`config.mk`:
```
export PLATFORM = sky130hd
export DESIGN_NAME = light_mode_ctrl
export DESIGN_NICKNAME = d
export VERILOG_FILES = /design/src/rtl/light_mode_ctrl_pkg.sv /design/src/rtl/light_mode_ctrl_button_press.sv /design/src/rtl/light_mode_ctrl.sv
export SDC_FILE = /design/constraint.sdc
export NUM_CORES = 1
export LEC_CHECK = 0
export ABC_AREA = 1
export ABC_CLOCK_PERIOD_IN_PS = 1900
export CAP_MARGIN = 20
export CORE_MARGIN = 2
export CORE_UTILIZATION = 53
export DETAILED_ROUTE_END_ITERATION = 10
export PLACE_DENSITY = 0.9
export SYNTH_ARGS = -nofsm -noshare
export SYNTH_HDL_FRONTEND = slang
export SYNTH_SLANG_ARGS = --single-unit
```
`constraint.sdc`:
```
create_clock -name clk -period 1.9 [get_ports clk]
set_input_delay 0.19 -clock clk [delete_from_list [all_inputs] [get_ports clk]]
set_output_delay 0.19 -clock clk [all_outputs]
set_load 0.02 [all_outputs]
```
`src/rtl/light_mode_ctrl_pkg.sv`:
```
// rtl/light_mode_ctrl_pkg.sv - shared mode encodings and rate defaults for the rear-light controller
package light_mode_ctrl_pkg;

  typedef enum logic [1:0] {
    MODE_OFF  = 2'b00,
    MODE_ON   = 2'b01,
    MODE_FAST = 2'b10,
    MODE_SLOW = 2'b11
  } mode_t;

  localparam int RATE_W       = 4;
  localparam int RATE_MIN     = 1;
  localparam int RATE_MAX     = 15;
  localparam int FAST_INIT    = 4;
  localparam int SLOW_INIT    = 8;
  localparam int HOLD_BEATS   = 16;
  localparam int REPEAT_BEATS = 4;

  // Mode sequence stepped by the next button; SLOW wraps back to OFF.
  function automatic mode_t next_mode(input mode_t m);
    case (m)
      MODE_OFF:  return MODE_ON;
      MODE_ON:   return MODE_FAST;
      MODE_FAST: return MODE_SLOW;
      default:   return MODE_OFF;
    endcase
  endfunction

endpackage

```
`src/rtl/light_mode_ctrl_button_press.sv`:
```
// rtl/light_mode_ctrl_button_press.sv - button edge detect with optional hold/repeat (LIGHT_MODE_CTRL_AUTO_REPEAT_EN)
module button_press #(
  parameter bit REPEAT_EN    = 1'b0,
  parameter int HOLD_BEATS   = 16,
  parameter int REPEAT_BEATS = 4
) (
  input  logic clk,
  input  logic rst,
  input  logic level,
  input  logic beat,
  input  logic clear,
  output logic press
);

  logic prev_q;
  logic edge_hit;

  // Previous sample starts at 1 so a button held through reset release does not fire.
  always_ff @(posedge clk or negedge rst) begin
    if (!rst) prev_q <= 1'b1;
    else      prev_q <= level;
  end

  assign edge_hit = level & ~prev_q;

`ifdef LIGHT_MODE_CTRL_AUTO_REPEAT_EN
  if (REPEAT_EN) begin : g_rep
    localparam int CNT_W = $clog2(HOLD_BEATS + 1);
    localparam logic [CNT_W-1:0] FIRE_AT = CNT_W'(HOLD_BEATS - 1);
    localparam logic [CNT_W-1:0] RELOAD  = CNT_W'(HOLD_BEATS - REPEAT_BEATS);

    logic             armed_q;
    logic [CNT_W-1:0] cnt_q;
    logic             synth;

    // Counter reaching FIRE_AT on a beat means this beat completes the hold or repeat interval.
    assign synth = armed_q & level & ~clear & beat & (cnt_q == FIRE_AT);

    // Arm on a real edge, count beats while held, reload after each synthetic press.
    always_ff @(posedge clk or negedge rst) begin
      if (!rst) begin
        armed_q <= 1'b0;
        cnt_q   <= '0;
      end else if (!level || clear) begin
        armed_q <= 1'b0;
        cnt_q   <= '0;
      end else if (edge_hit) begin
        armed_q <= 1'b1;
        cnt_q   <= '0;
      end else if (armed_q && beat) begin
        cnt_q <= synth ? RELOAD : cnt_q + 1'b1;
      end
    end

    assign press = edge_hit | synth;
  end else begin : g_norep
    logic unused_rep;
    assign unused_rep = beat ^ clear;
    assign press      = edge_hit;
  end
`else
  localparam int unused_cfg = HOLD_BEATS + REPEAT_BEATS + int'(REPEAT_EN);
  logic unused_rep;
  assign unused_rep = beat ^ clear;
  assign press      = edge_hit;
`endif

endmodule

```
`src/rtl/light_mode_ctrl.sv`:
```
// rtl/light_mode_ctrl.sv - rear-light mode FSM with saturating blink rates (LIGHT_MODE_CTRL_AUTO_REPEAT_EN)
module light_mode_ctrl
  import light_mode_ctrl_pkg::*;
#(
  parameter int RATE_W       = light_mode_ctrl_pkg::RATE_W,
  parameter int RATE_MIN     = light_mode_ctrl_pkg::RATE_MIN,
  parameter int RATE_MAX     = light_mode_ctrl_pkg::RATE_MAX,
  parameter int FAST_INIT    = light_mode_ctrl_pkg::FAST_INIT,
  parameter int SLOW_INIT    = light_mode_ctrl_pkg::SLOW_INIT,
  parameter int HOLD_BEATS   = light_mode_ctrl_pkg::HOLD_BEATS,
  parameter int REPEAT_BEATS = light_mode_ctrl_pkg::REPEAT_BEATS
) (
  input  logic              clk,
  input  logic              rst,
  input  logic              faster,
  input  logic              slower,
  input  logic              next,
  input  logic              beat,
  output logic [1:0]        mode,
  output logic [RATE_W-1:0] fast_rate,
  output logic [RATE_W-1:0] slow_rate,
  output logic              cfg_strobe
);

`ifdef LIGHT_MODE_CTRL_AUTO_REPEAT_EN
  localparam bit REP_EN = 1'b1;
`else
  localparam bit REP_EN = 1'b0;
`endif

  localparam logic [RATE_W-1:0] RMIN  = RATE_W'(RATE_MIN);
  localparam logic [RATE_W-1:0] RMAX  = RATE_W'(RATE_MAX);
  localparam logic [RATE_W-1:0] FINIT = RATE_W'(FAST_INIT);
  localparam logic [RATE_W-1:0] SINIT = RATE_W'(SLOW_INIT);

  logic next_p;
  logic faster_p;
  logic slower_p;

  mode_t             mode_q, mode_n;
  logic [RATE_W-1:0] fast_q, fast_n;
  logic [RATE_W-1:0] slow_q, slow_n;
  logic              strobe_q, strobe_n;

  // Saturating single step; a step at the limit returns the value unchanged.
  function automatic logic [RATE_W-1:0] step_rate(input logic [RATE_W-1:0] r, input logic up);
    if (up) return (r >= RMAX) ? r : r + 1'b1;
    else    return (r <= RMIN) ? r : r - 1'b1;
  endfunction

  button_press #(.REPEAT_EN(1'b0), .HOLD_BEATS(HOLD_BEATS), .REPEAT_BEATS(REPEAT_BEATS)) u_next (
    .clk(clk), .rst(rst), .level(next), .beat(beat), .clear(1'b0), .press(next_p)
  );

  // A held rate button loses its repeat when the other one is held or the mode changes.
  button_press #(.REPEAT_EN(REP_EN), .HOLD_BEATS(HOLD_BEATS), .REPEAT_BEATS(REPEAT_BEATS)) u_faster (
    .clk(clk), .rst(rst), .level(faster), .beat(beat), .clear(slower | next_p), .press(faster_p)
  );

  button_press #(.REPEAT_EN(REP_EN), .HOLD_BEATS(HOLD_BEATS), .REPEAT_BEATS(REPEAT_BEATS)) u_slower (
    .clk(clk), .rst(rst), .level(slower), .beat(beat), .clear(faster | next_p), .press(slower_p)
  );

  // State register: mode, both rates and the change strobe.
  always_ff @(posedge clk or negedge rst) begin
    if (!rst) begin
      mode_q   <= MODE_OFF;
      fast_q   <= FINIT;
      slow_q   <= SINIT;
      strobe_q <= 1'b0;
    end else begin
      mode_q   <= mode_n;
      fast_q   <= fast_n;
      slow_q   <= slow_n;
      strobe_q <= strobe_n;
    end
  end

  // Next state: next wins over rate presses, opposing rate presses cancel.
  always_comb begin
    mode_n = mode_q;
    fast_n = fast_q;
    slow_n = slow_q;
    if (next_p) begin
      mode_n = next_mode(mode_q);
    end else if (faster_p ^ slower_p) begin
      if (mode_q == MODE_FAST)      fast_n = step_rate(fast_q, faster_p);
      else if (mode_q == MODE_SLOW) slow_n = step_rate(slow_q, faster_p);
    end
    strobe_n = (mode_n != mode_q) | (fast_n != fast_q) | (slow_n != slow_q);
  end

  // Outputs straight from the registers.
  always_comb begin
    mode       = mode_q;
    fast_rate  = fast_q;
    slow_rate  = slow_q;
    cfg_strobe = strobe_q;
  end

endmodule

```
==> impl_metrics.yaml <==
timing:
  setup_viol: 0
  report.final.hold_viol_count: 0
  holdWs_ps: 273.7
  rsz0062_at_grt: "no"
  skew_ps: 8.136
  slew_violations: 0
  tns_ps: 0
  max_freq_mhz: 573.5
  worst_pin_slew_ps: 610.5
  min_period_ps: 1744
  period_share_pct: 91.78
  setup_ws_ps: 156.2
  slew-limit-headroom_pct: 59.17
power_and_ir_drop:
  power.total_mw: 2.075
  p_leak_nw: 0.7047
  powerDensity_mw_per_mm2: 1554
  ir_drop_mv: 0.8704
layout:
  syn_to_final_growth_pct: 18.69
  fin_cells: 201
  n_antenna_cell: 0
  fin_util_pct: 67.36
  fin_area_mm2: 0.001335
  nNetsFinal: 190
  layout-drive-gt1-share_pct: 16.09
worst_setup_path:
  crit_chain: "clkdlybuf4s50_1"
  crit_path_end: "fast_rate[2]"
  required_ps: 1710
  r2r_setup_slack_ps: 350
  critPathLaunchType: "flop"
  cp.depth: 1
  critical_path_peak_fanout: 8
  r2r-end: "slow_rate[1]"
  ff2ff_path_depth: 7
  critical_path.startpoint: "fast_rate[2]"
  crit_type: "flop to output pin"
  endpoint_kind: "output pin"
  arrival_ps: 1550
  crit_buf_inv: 1
  crit_family: "flip-flops"
  rr_startpoint: "slow_rate[0]"
  slowest_stage: "dfstp_2"
  slowest_delay_ps: 630
clock_network:
  cts_max_level: 1
  cts.reportedPaths.clkPinSlew_ps: 90
  cts_tree: "yes"
  numCtsBuffers: 3
  cts_resized: 0
  insertion_delay_ps: 290
  post_cts_buffers: 0
  cts_root_buffer: "clkbuf_4"
  cts_hold_buf: 0
  cts.sinks: 14
  clk_path_buf_depth: 2
worst_hold_path:
  hold_class: "input port to async pin"
synth:
  dominantRegCellSynth: "dfrtp_1"
  ys_seq_area_share_pct: 31.70
  yosys-top-cells-area: "dfrtp_1 (20%), nand2_1 (15%), dfstp_2 (12%)"
  synth_edf_count: 0
  yosysUniqueCellTypes: 24
  yosysWarningCount: 0
  yosys_register_bits: 14
  synth_common_cells: "nand2_1 (46), nand3_1 (26), inv_1 (23), dfrtp_1 (9), ha_1 (9)"
  synth_cells: 157
  syn-cell-area_mm2: 0.001125
  async_reset_ff_share_pct: 100.0
  synth.most_common_cell: "nand2_1"
  yosysTopAreaCellShare_pct: 20.02
  synth_area_per_cell_um2: 7.165
  syn-num-nets: 172
  yosys.area.top_type: "dfrtp_1"
place:
  place_ws_ps: 364.7
  dpl_cell_area_mm2: 0.001299
  portBuffers: 15
  place_congestion: 0.8162
  hpwl_um: 1789
  dp.cells: 197
die:
  row_count: 16
  core_region_area_mm2: 0.001982
  pin_count: 17
  dieArea_mm2: 0.002507
  die_w_um: 50.07
  die_h_um: 50.07
  initial_core_util_pct: 56.76
global_routing:
  grt_start_max_net_pins: 15
  grt_pass1_vias: 923
  gr-total-overflow: 0
  grt_pass1_wl_um: 3905
  track_usage_pct: 20.25
  antenna_found_initial: 0
route:
  drtAntennaViolNets: 0
  avgRoutedWirePerCell_um: 11.37
  num_vias: 1056
  vias_per_cell: 5.254
  drc: 0
  drt_iter0_markers: 23
  dr.pass1.iters: 4
  postRouteWirelength_um: 2286
job:
  cap_violations: 0
outcome:
  status: "complete, no violations"
[state kept, by name, indices dropped and copies added (netlist names)]
signal / count
fast_rate: 4
slow_rate: 4
mode: 2
cfg_strobe: 1
u_faster.prev_q: 1
u_next.prev_q: 1
u_slower.prev_q: 1
[power breakdown]
part	internal, mW	leakage (nW)	switching (mW)
clock	0.117	0.0210	0.105
combinational	0.517	0.519	0.695
sequential	0.425	0.165	0.216
total	1.06	0.705	1.02
[placed cells by master, fill, tap and decap left out, drive strengths merged]
cell and n:
nor2 9, nand2 54, or2 1, xnor2 1, o21ai 7, clkbuf 4
o211ai 1, dfrtp 9, ha 9, inv 26, xor2 1, dfstp 5
nand3 28, nand4 4, clkdlybuf4s50 15
[routing by layer]
layer	vias up	wire [um]	track usage [%]	part of all wire, %
met5	-	0	0	0
met4	0	43	6.944	1.9
met3	6	120	3.636	5.2
met2	37	1169	34.43	51
met1	480	952	25.48	42
li1	533	-	-	-
[cells by family after synthesis]
group | share of synthesized area, %
and+or+nand+nor | 42.83
buffers and inverters | 9.789
DFF | 31.70
adders and majority gates | 10.01
AOI/OAI and AO/OA | 4.116
xor gates and xnor gates | 1.558
[worst min path at each step]
stage	slack, ps	end	depth (start not counted)	start
global placement	520	slow_rate[3]	2	slow_rate[3]
finish	270	cfg_strobe	1	rst
detailed placement	530	slow_rate[3]	2	slow_rate[3]
floorplan	-110	cfg_strobe	0	rst
CTS	300	cfg_strobe	1	rst
global route	330	cfg_strobe	1	rst
[cell type report]
cell class | count | area (um^2)
Clock buffer | 4 | 36.28
Tap cell | 27 | 33.78
Sequential cell | 14 | 356.6
Inverter | 26 | 100.1
Timing Repair Buffer | 15 | 150.1
Multi-Input combinational cell | 115 | 658.1
Fill cell | 155 | 646.9
(Power assumes the default switching activity.)
